==> config.mk <==
export PLATFORM = sky130hd
export DESIGN_NAME = hazard_control_unit
export DESIGN_NICKNAME = d
export VERILOG_FILES = /design/src/rtl/hazard_control_unit.sv
export SDC_FILE = /design/constraint.sdc
export NUM_CORES = 1
export LEC_CHECK = 0
export ABC_CLOCK_PERIOD_IN_PS = 3000
export CAP_MARGIN = 20
export CORE_MARGIN = 10
export CORE_UTILIZATION = 35
export CTS_BUF_LIST = sky130_fd_sc_hd__clkbuf_2
export DETAILED_ROUTE_END_ITERATION = 8
export PLACE_DENSITY = 0.71
export SYNTH_ARGS = -nofsm -noshare
export SYNTH_HDL_FRONTEND = slang
export SYNTH_SLANG_ARGS = --single-unit
==> constraint.sdc <==
create_clock -name clk -period 3 [get_ports clk]
set_input_delay 0.45 -clock clk [delete_from_list [all_inputs] [get_ports clk]]
set_output_delay 0.45 -clock clk [all_outputs]
set_load 0.01 [all_outputs]
==> src/rtl/hazard_control_unit.sv <==
// ---------------------------------------------------------------------------
// hazard_control_unit
//
// Pipeline hazard and debug-halt controller for a classic 5-stage core.
// Decides, every cycle, which pipeline registers advance, which receive a
// bubble, and whether the PC is written. Four operating modes:
//   RUN     (0) : normal flow; resolves branch flushes, load-use stalls,
//                 multi-cycle mul/div starts and debug halt requests.
//   MD_WAIT (1) : pipeline frozen while a mul/div completes, guarded by a
//                 watchdog that gives up after MD_TIMEOUT cycles.
//   DRAIN   (2) : fetch stopped, in-flight instructions retire for
//                 DRAIN_CYCLES advancing cycles before halting.
//   HALTED  (3) : core parked for the debugger until halt_req drops.
//
// Ports
//   clk, rst              : clock, asynchronous active-high reset
//   if_id_rs1/rs2         : source registers of the instruction in ID
//   id_ex_rd              : destination register of the instruction in EX
//   id_ex_mem_read        : EX instruction is a load
//   id_ex_muldiv          : EX instruction is a multi-cycle mul/div
//   muldiv_done           : mul/div result valid this cycle
//   ex_branch_taken       : EX resolved a taken branch/jump
//   halt_req              : level-sensitive debug halt request
//   stat_clr              : clears stall_cycles and md_timeout
//   pc_write, if_id_write, id_ex_write        : register enables
//   if_id_flush, id_ex_flush, ex_mem_bubble   : bubble insertion
//   halted                : high only in HALTED
//   md_timeout            : sticky mul/div watchdog flag
//   stall_cycles          : saturating count of PC-stalled cycles
//   state                 : current mode (encoding above)
//
// All control outputs are combinational from the current mode and inputs.
// ---------------------------------------------------------------------------
module hazard_control_unit #(
    parameter int MD_TIMEOUT   = 64,
    parameter int DRAIN_CYCLES = 3
) (
    input  logic        clk,
    input  logic        rst,
    input  logic [4:0]  if_id_rs1,
    input  logic [4:0]  if_id_rs2,
    input  logic [4:0]  id_ex_rd,
    input  logic        id_ex_mem_read,
    input  logic        id_ex_muldiv,
    input  logic        muldiv_done,
    input  logic        ex_branch_taken,
    input  logic        halt_req,
    input  logic        stat_clr,
    output logic        pc_write,
    output logic        if_id_write,
    output logic        id_ex_write,
    output logic        if_id_flush,
    output logic        id_ex_flush,
    output logic        ex_mem_bubble,
    output logic        halted,
    output logic        md_timeout,
    output logic [15:0] stall_cycles,
    output logic [1:0]  state
);

    // -----------------------------------------------------------------------
    // Mode encoding
    // -----------------------------------------------------------------------
    localparam logic [1:0] ST_RUN     = 2'd0;
    localparam logic [1:0] ST_MD_WAIT = 2'd1;
    localparam logic [1:0] ST_DRAIN   = 2'd2;
    localparam logic [1:0] ST_HALTED  = 2'd3;

    // Counters only ever need to reach (limit - 1); keep at least one bit so
    // degenerate limits of 1 still elaborate.
    localparam int WAIT_W  = (MD_TIMEOUT   > 1) ? $clog2(MD_TIMEOUT)   : 1;
    localparam int DRAIN_W = (DRAIN_CYCLES > 1) ? $clog2(DRAIN_CYCLES) : 1;

    localparam logic [WAIT_W-1:0]  WAIT_LAST  = WAIT_W'(MD_TIMEOUT - 1);
    localparam logic [DRAIN_W-1:0] DRAIN_LAST = DRAIN_W'(DRAIN_CYCLES - 1);
    localparam logic [15:0]        STALL_MAX  = 16'hFFFF;

    // -----------------------------------------------------------------------
    // State registers
    // -----------------------------------------------------------------------
    logic [1:0]         state_reg,        state_next;
    logic [WAIT_W-1:0]  wait_cnt_reg,     wait_cnt_next;
    logic [DRAIN_W-1:0] drain_cnt_reg,    drain_cnt_next;
    logic [15:0]        stall_cycles_reg, stall_cycles_next;
    logic               md_timeout_reg,   md_timeout_next;

    // Raised for the single cycle in which the watchdog expires.
    logic               md_timeout_set;

    // -----------------------------------------------------------------------
    // Load-use detection: compare EX destination against both ID sources.
    // x0 is hard-wired zero, so a load to x0 never creates a dependency.
    // -----------------------------------------------------------------------
    logic [4:0] src_regs [2];
    logic [1:0] src_match;
    logic       load_use;

    assign src_regs[0] = if_id_rs1;
    assign src_regs[1] = if_id_rs2;

    generate
        for (genvar gi = 0; gi < 2; gi++) begin : g_src_cmp
            assign src_match[gi] = (id_ex_rd == src_regs[gi]);
        end
    endgenerate

    assign load_use = id_ex_mem_read && (id_ex_rd != 5'd0) && (|src_match);

    // -----------------------------------------------------------------------
    // Control outputs and next-mode logic
    // -----------------------------------------------------------------------
    always_comb begin
        pc_write       = 1'b1;
        if_id_write    = 1'b1;
        id_ex_write    = 1'b1;
        if_id_flush    = 1'b0;
        id_ex_flush    = 1'b0;
        ex_mem_bubble  = 1'b0;
        halted         = 1'b0;
        md_timeout_set = 1'b0;
        state_next     = state_reg;
        wait_cnt_next  = wait_cnt_reg;
        drain_cnt_next = drain_cnt_reg;

        // While reset is held the registers are already forced to RUN; also
        // mask the input-driven decisions so the pipeline sees a clean
        // default control set for the whole reset interval.
        if (!rst) begin
            case (state_reg)
                ST_RUN: begin
                    if (ex_branch_taken) begin
                        // Wrong-path instructions in IF/ID and ID/EX die.
                        if_id_flush = 1'b1;
                        id_ex_flush = 1'b1;
                    end else if (id_ex_muldiv) begin
                        if (!muldiv_done) begin
                            pc_write      = 1'b0;
                            if_id_write   = 1'b0;
                            id_ex_write   = 1'b0;
                            ex_mem_bubble = 1'b1;
                            state_next    = ST_MD_WAIT;
                            wait_cnt_next = '0;
                        end
                        // Single-cycle completion: nothing to hold back.
                    end else if (load_use) begin
                        // Hold PC and IF/ID one cycle, bubble into EX.
                        pc_write    = 1'b0;
                        if_id_write = 1'b0;
                        id_ex_flush = 1'b1;
                    end else if (halt_req) begin
                        state_next     = ST_DRAIN;
                        drain_cnt_next = '0;
                    end
                end

                ST_MD_WAIT: begin
                    // Only the mul/div handshake matters here; branch,
                    // load-use and halt are re-evaluated once back in RUN.
                    if (muldiv_done) begin
                        state_next = ST_RUN;
                    end else begin
                        pc_write      = 1'b0;
                        if_id_write   = 1'b0;
                        id_ex_write   = 1'b0;
                        ex_mem_bubble = 1'b1;
                        if (wait_cnt_reg == WAIT_LAST) begin
                            md_timeout_set = 1'b1;
                            state_next     = ST_RUN;
                        end else begin
                            wait_cnt_next = wait_cnt_reg + 1'b1;
                        end
                    end
                end

                ST_DRAIN: begin
                    // A dropped halt_req is deliberately not examined: once
                    // draining starts it runs to completion.
                    if (ex_branch_taken) begin
                        if_id_flush = 1'b1;
                        id_ex_flush = 1'b1;
                        if (drain_cnt_reg == DRAIN_LAST) begin
                            state_next = ST_HALTED;
                        end else begin
                            drain_cnt_next = drain_cnt_reg + 1'b1;
                        end
                    end else if (load_use) begin
                        // The dependent instruction must wait; this cycle
                        // does not advance the drain.
                        pc_write    = 1'b0;
                        if_id_write = 1'b0;
                        id_ex_flush = 1'b1;
                    end else begin
                        pc_write    = 1'b0;
                        if_id_flush = 1'b1;
                        if (drain_cnt_reg == DRAIN_LAST) begin
                            state_next = ST_HALTED;
                        end else begin
                            drain_cnt_next = drain_cnt_reg + 1'b1;
                        end
                    end
                end

                ST_HALTED: begin
                    pc_write    = 1'b0;
                    if_id_write = 1'b0;
                    if_id_flush = 1'b1;
                    id_ex_flush = 1'b1;
                    halted      = 1'b1;
                    if (!halt_req) begin
                        state_next = ST_RUN;
                    end
                end

                default: begin
                    state_next = ST_RUN;
                end
            endcase
        end
    end

    // -----------------------------------------------------------------------
    // Statistics: stat_clr wins over increment and over watchdog set.
    // HALTED is a parked core, not a stall, so it is not counted.
    // -----------------------------------------------------------------------
    always_comb begin
        stall_cycles_next = stall_cycles_reg;
        md_timeout_next   = md_timeout_reg;

        if (stat_clr) begin
            stall_cycles_next = '0;
            md_timeout_next   = 1'b0;
        end else begin
            if (!pc_write && (state_reg != ST_HALTED) &&
                (stall_cycles_reg != STALL_MAX)) begin
                stall_cycles_next = stall_cycles_reg + 16'd1;
            end
            if (md_timeout_set) begin
                md_timeout_next = 1'b1;
            end
        end
    end

    always_ff @(posedge clk or posedge rst) begin
        if (rst) begin
            state_reg        <= ST_RUN;
            wait_cnt_reg     <= '0;
            drain_cnt_reg    <= '0;
            stall_cycles_reg <= '0;
            md_timeout_reg   <= 1'b0;
        end else begin
            state_reg        <= state_next;
            wait_cnt_reg     <= wait_cnt_next;
            drain_cnt_reg    <= drain_cnt_next;
            stall_cycles_reg <= stall_cycles_next;
            md_timeout_reg   <= md_timeout_next;
        end
    end

    assign state        = state_reg;
    assign stall_cycles = stall_cycles_reg;
    assign md_timeout   = md_timeout_reg;

endmodule
# After elaboration in Yosys (flattened, before gate mapping)
# Index checks and enable logic that the tools add are counted.
totals:
  output_inout_bits: 26
  reg_bits: 27
classes:
  add_sub_neg: 3
  n_reduce_logical: 15
  n_eq_ne: 23
  n_bitwise: 1
  muxes: 63
ops:
  columns: ["operator", "count"]
  rows:
  - ["$mux 2", 18]
  - ["$mux 16", 2]
  - ["$mux 6", 5]
  - ["$mux 1", 29]
  - ["$ne 2x2->1 const B", 10]
  - ["$add 16x1->16 const B", 1]
  - ["$ne 16x16->1 const B", 1]
  - ["$ne 3x3->1 const B", 5]
  - ["$reduce_and 7->1", 2]
  - ["$pmux 6 s2", 1]
  - ["$eq 5x5->1", 2]
  - ["$pmux 1 s4", 2]
  - ["$pmux 2 s4", 1]
  - ["$reduce_and 8->1", 1]
  - ["$reduce_bool 2->1", 4]
  - ["$add 6x1->6 const B", 1]
  - ["$eq 2x2->1 const B", 3]
  - ["$eq 6x6->1 const B", 1]
  - ["$pmux 1 s3", 2]
  - ["$reduce_bool 5->1", 1]
  - ["$logic_and 1x1->1", 4]
  - ["$pmux 1 s2", 2]
  - ["$pmux 2 s2", 1]
  - ["$add 2x1->2 const B", 1]
  - ["5 further kinds", 5]

# Longest topological paths before layout
# Gate-level depths: netlist of run 1.
logic_depth:
  ltp_word: 13
  mapped_depth: 9

# Least setup slack after synthesis of run 1
# Ideal clock, no wire load.
synth_timing:
  kind: "in2reg"
  from: "input rst"
  to: "register stall_cycles_reg[5], in the netlist stall_cycles[5]"
  stages: 7
  t_arrival_ps: 2401
  setup_slack_ps: 521
  path_buffers: 1
  path_cell_list: "inv_1 o221ai_1 o31ai_4 inv_2 buf_6 or4_1 a21oi_1"
synth_between:
  elab_chain_len: 5
synth_rtl:
  columns: ["item", "line_no", "text"]
  rows:
  - ["start: declaration", "39", "input logic rst,"]
  - ["$mux 1", "128", "if (!rst) begin"]
  - ["$logic_not 1->1", "233", "if (!pc_write && (state_reg != ST_HALTED) &&"]
  - ["$logic_and 1x1->1 (2 in series)", "233", null]
  - ["$reduce_bool 2->1 (no source line)", null, null]
  - ["end signal: assignment", "254", "stall_cycles_reg <= stall_cycles_next;"]
  - ["end: declaration", "84", "logic [15:0] stall_cycles_reg, stall_cycles_next;"]
# Every way passes these cells.
# A chain may end at the register's enable or synchronous reset.

# Worst setup path after layout of run 1
layout_timing:
  from: "input id_ex_rd[0]"
  to: "output if_id_write"
layout_between:
  elab_chain_len: 8
  elab_cells_between_ends: 12
layout_rtl:
  columns: ["item", "line_no", "text"]
  rows:
  - ["start: declaration", "42", "input logic [4:0] id_ex_rd,"]
  - ["$eq 5x5->1 / $reduce_bool 5->1 (equally long branches)", "103, 107", null]
  - ["$reduce_or 2->1 / $logic_and 1x1->1 (equally long branches)", "107", "assign load_use = id_ex_mem_read && (id_ex_rd != 5'd0) && (|src_match);"]
  - ["$logic_and 1x1->1 *", "107", null]
  - ["$mux 1 *", "145, 186", null]
  - ["$mux 1", "135", "end else if (id_ex_muldiv) begin"]
  - ["$mux 1", "131", "if (ex_branch_taken) begin"]
  - ["$pmux 1 s4 *", "129", "case (state_reg)"]
  - ["$mux 1 *", "128", null]
  - ["end: declaration", "50", "output logic if_id_write,"]
# Mark *: on every way between the ends. The rest lies on a longest branch, timed or not.

==> results of run 1 <==
[worst max-delay path: cells and delay by family]
family                 cells  cell delay (ps)
AO/OA/AOI/OAI              3              540
buffers and inverters      2              770
AND/OR/NAND/NOR            2              620
[repair_timing]
item,CTS,global route
endpoints found under the setup margin,3,3
pin swaps,0,1
hold buffers,0,0
gates resized for setup,3,2
[power breakdown]
part | switching, W | leakage, nW | internal, W
sequential | 0.0000612 | 0.370 | 0.000405
combinational | 0.000292 | 0.614 | 0.000234
clock | 0.000115 | 0.0166 | 0.0000351
total | 0.000468 | 1.00 | 0.000674
[cell usage in the layout, fill, tap and decap left out, types with 6 or more instances in the layout]
master / netlist / final
sky130_fd_sc_hd__and3_1: 8 / 8
sky130_fd_sc_hd__or4_1: 12 / 12
sky130_fd_sc_hd__nand3_1: 19 / 19
sky130_fd_sc_hd__nand2_1: 6 / 6
sky130_fd_sc_hd__nor2b_1: 6 / 6
sky130_fd_sc_hd__o21ai_0: 9 / 9
sky130_fd_sc_hd__inv_1: 8 / 8
sky130_fd_sc_hd__o31ai_1: 11 / 11
sky130_fd_sc_hd__clkdlybuf4s50_1: 0 / 44
sky130_fd_sc_hd__nor2_1: 22 / 22
sky130_fd_sc_hd__dfrtp_1: 27 / 27
sky130_fd_sc_hd__a21oi_1: 19 / 19
sky130_fd_sc_hd__xor2_1: 13 / 13
sky130_fd_sc_hd__buf_4: 0 / 9
[worst max path at each step]
stage               slack [ps]  depth (start not counted)   startpoint         endpoint
detailed placement        -130                          7  id_ex_rd[0]      if_id_write
finish                     170                          7  id_ex_rd[0]      if_id_write
CTS                         40                          7  id_ex_rd[0]         pc_write
global route                10                          7  id_ex_rd[0]      if_id_write
floorplan                  520                          7          rst  stall_cycles[5]
global placement           -90                          7  id_ex_rd[0]      if_id_write
[final cells by class]
cell class / instances / area, µm² / share of cell area
repair buffers: 57 / 547 / 0.224
multi-input cells: 169 / 1080 / 0.442
inverters: 9 / 33.8 / 0.0138
flip-flops and latches: 27 / 676 / 0.276
well taps: 70 / 87.6 / 0.0358
clock buffers: 4 / 20.0 / 0.00819
[metal layers]
| layer | wire (µm) | global-route usage | vias to the layer above |
|---|---|---|---|
| li1 | - | - | 895 |
| met1 | 2070 | 0.132 | 853 |
| met2 | 2270 | 0.199 | 52 |
| met3 | 435 | 0.0500 | 2 |
| met4 | 17 | 0.0219 | 0 |
| met5 | 0 | 0 | - |
[cell families after synthesis]
logic type,count (synthesis),synth area share
buffers and inverters,19,0.0437
multiplexers,5,0.0301
adder cells (fa/ha/maj),3,0.0205
flip-flops,27,0.369
AO/OA/AOI/OAI,55,0.198
XOR/XNOR,13,0.0622
AND/OR/NAND/NOR,93,0.277
[through the flow]
| step | total power (W) | hold WS, ps | instances | TNS [ps] | worst slack, ps |
|---|---|---|---|---|---|
| finish | 0.00114 | 523 | 336 | 0 | 168 |
| global route | 0.00124 | 547 | 336 | 0 | 11.7 |
| detailed placement | 0.00101 | 498 | 332 | -245 | -126 |
| floorplan | 0.000800 | 470 | 215 | 0 | 521 |
| global placement | 0.000997 | 488 | 332 | -157 | -87.3 |
| CTS | 0.00115 | 527 | 336 | 0 | 37.7 |
==> out/qor.log, run 1 <==
qor: sta.maxClockFrequency 353 MHz
qor: die.fp-row-count 26
qor: drt.wl_per_cell 14.3 µm
qor: sta.finalSetupViolCount 0
qor: drt.first_iter_violations 36
qor: drt.route.final.wire_length 4.79 mm
qor: placement.portBuffers 48
qor: worst_hold_path.sink_of_the_worst_hold_path wait_cnt_reg[0]
qor: grt.gr-total-overflow 0
qor: synth.synth_top_cell_area_share 0.369
qor: setup_path.rr_worst_depth 7
qor: sta.finalMaxSlewViolations 0
qor: grt.total_track_usage 0.116
qor: setup_path.critical_path.slowest_cell sky130_fd_sc_hd__or4_1
qor: grt.maximum_number_of_pins_on_one_net_before_global_route_repair 28
qor: cts.numCtsBuffers 3
qor: synth.yosysSeqAreaShare 0.369
qor: drt.firstDrtPassIters 4
qor: layout.final_layout_size_suffix_gt1_frac 0.0940
qor: synth.yosysMostFrequentCell sky130_fd_sc_hd__dfrtp_1
qor: cts.ctsRootBufferMaster sky130_fd_sc_hd__clkbuf_2
qor: worst_hold_path.min-delay-start wait_cnt_reg[0]
qor: drt.drtAntennaViolNets 0
qor: layout.largest_reg_flops 16
qor: setup_path.cp_slowest_stage_delay 550 ps
qor: die.fp.dieArea 0.00853 mm²
qor: synth.syn_area 0.00183 mm²
qor: outcome.run_status finished, final reports clean
qor: cts.maximum_level_of_the_cts_h_tree 1
qor: placement.place.gp.congestion 0.815
qor: pwr.cellPowerDensity 467 mW/mm²
qor: placement.placed_area 0.00242 mm²
qor: run.maxCapViolations 0
qor: setup_path.regToRegEndpoint stall_cycles[9]
qor: setup_path.worstPathCellList clkdlybuf4s50_1 > or4_1 > o21ai_2 > nor2_1 > a211o_1 > o211ai_1 > dlygate4sd2_1
qor: synth.synthesis.instances 215
qor: layout.number_of_fillers_in_the_final_layout 531
qor: synth.post-synth-top-area-cell sky130_fd_sc_hd__dfrtp_1
qor: drt.detail_route.drc_violations 0
qor: sta.worst_clock_skew 21.4 ps
qor: cts.clock_tree.buffer_depth 2
qor: synth.synth-edff-count 0
qor: setup_path.worstSetupStartpointType input port
qor: drt.drt-vias-per-instance 5.36
qor: sta.worst_slew_margin_rel 0.487
qor: cts.postCtsSetupRepairBufs 0
qor: synth.ffs_w_async_s_r_synth 1.00
qor: layout.flow.area_growth_from_synthesis 33.4%
qor: setup_path.worstReg2RegStart state[0]
qor: layout.nets 293
qor: synth.ys_ff_latch 27
qor: synth.ys_warn_count 0
qor: pwr.leakage_dissipation 1.00 nW
qor: sta.timing.final.crit_share 0.944
qor: synth.postSynth.topFlopCell sky130_fd_sc_hd__dfrtp_1
qor: sta.rsz0062_at_grt no
qor: setup_path.required_time_of_the_worst_setup_path 2550 ps
qor: cts.clock_tree_sinks 27
qor: grt.grt_antenna_before_repair 0
qor: layout.num_antenna_cells 0
qor: setup_path.worst_setup_slack_for_register_to_register_paths 670 ps
qor: synth.post_synth_main_area_contributors sky130_fd_sc_hd__dfrtp_1 (37%), sky130_fd_sc_hd__xor2_1 (6.2%), sky130_fd_sc_hd__a21oi_1 (5.2%), sky130_fd_sc_hd__nand3_1 (5.2%), sky130_fd_sc_hd__or4_1 (4.9%)
qor: die.io_pins 49
qor: die.die_y 92.3 µm
qor: synth.postSynthAreaPerCell 8.52 µm²
qor: worst_hold_path.min_delay_path_depth 1
qor: worst_hold_path.timing.hold.worst.class flip-flop to flip-flop
qor: synth.synth_cell_types 38
qor: pwr.power.ir.vdd_worst 0.181 mV
qor: setup_path.cp_max_fo 3
qor: cts.clk_pin_slew_worst_paths 280 ps
qor: sta.hold_fails_final_rpt 0
qor: grt.number_of_global_route_vias_before_repair 1841
qor: cts.clock_latency_at_the_later_pin_of_the_worst_skew_pair 380 ps
qor: cts.cts_tree built
qor: sta.max_slew.worst_pin.slew 759 ps
qor: die.die_w 92.3 µm
qor: drt.vias 1802
qor: synth.ranking_of_synthesized_cells_by_instance_count sky130_fd_sc_hd__dfrtp_1 (27), sky130_fd_sc_hd__nor2_1 (22), sky130_fd_sc_hd__a21oi_1 (19), sky130_fd_sc_hd__nand3_1 (19), sky130_fd_sc_hd__xor2_1 (13)
qor: grt.wire_length_of_the_first_global_routing_pass 8.45 mm
qor: setup_path.timing_worst_setup_path_type input port to output pin
qor: setup_path.crit_path_end_kind output pin
qor: layout.layout.core_utilization 0.478
qor: synth.synthesized_netlist_net_count 241
qor: die.start_util 0.359
qor: layout.post-route-cell-area 0.00244 mm²
qor: sta.finalCriticalPeriod 2830 ps
qor: setup_path.arrival_worst_endpoint 2380 ps
qor: placement.dp_hpwl 3.72 mm
qor: die.core 0.00511 mm²
(Power assumes the default switching activity.)
==> run 2, diff against run 1 <==
Settings changed: CTS_CLUSTER_SIZE from default to 30.
==> results of run 2 <==
No change in the layout: final DEF, timing and power equal those of run 1.
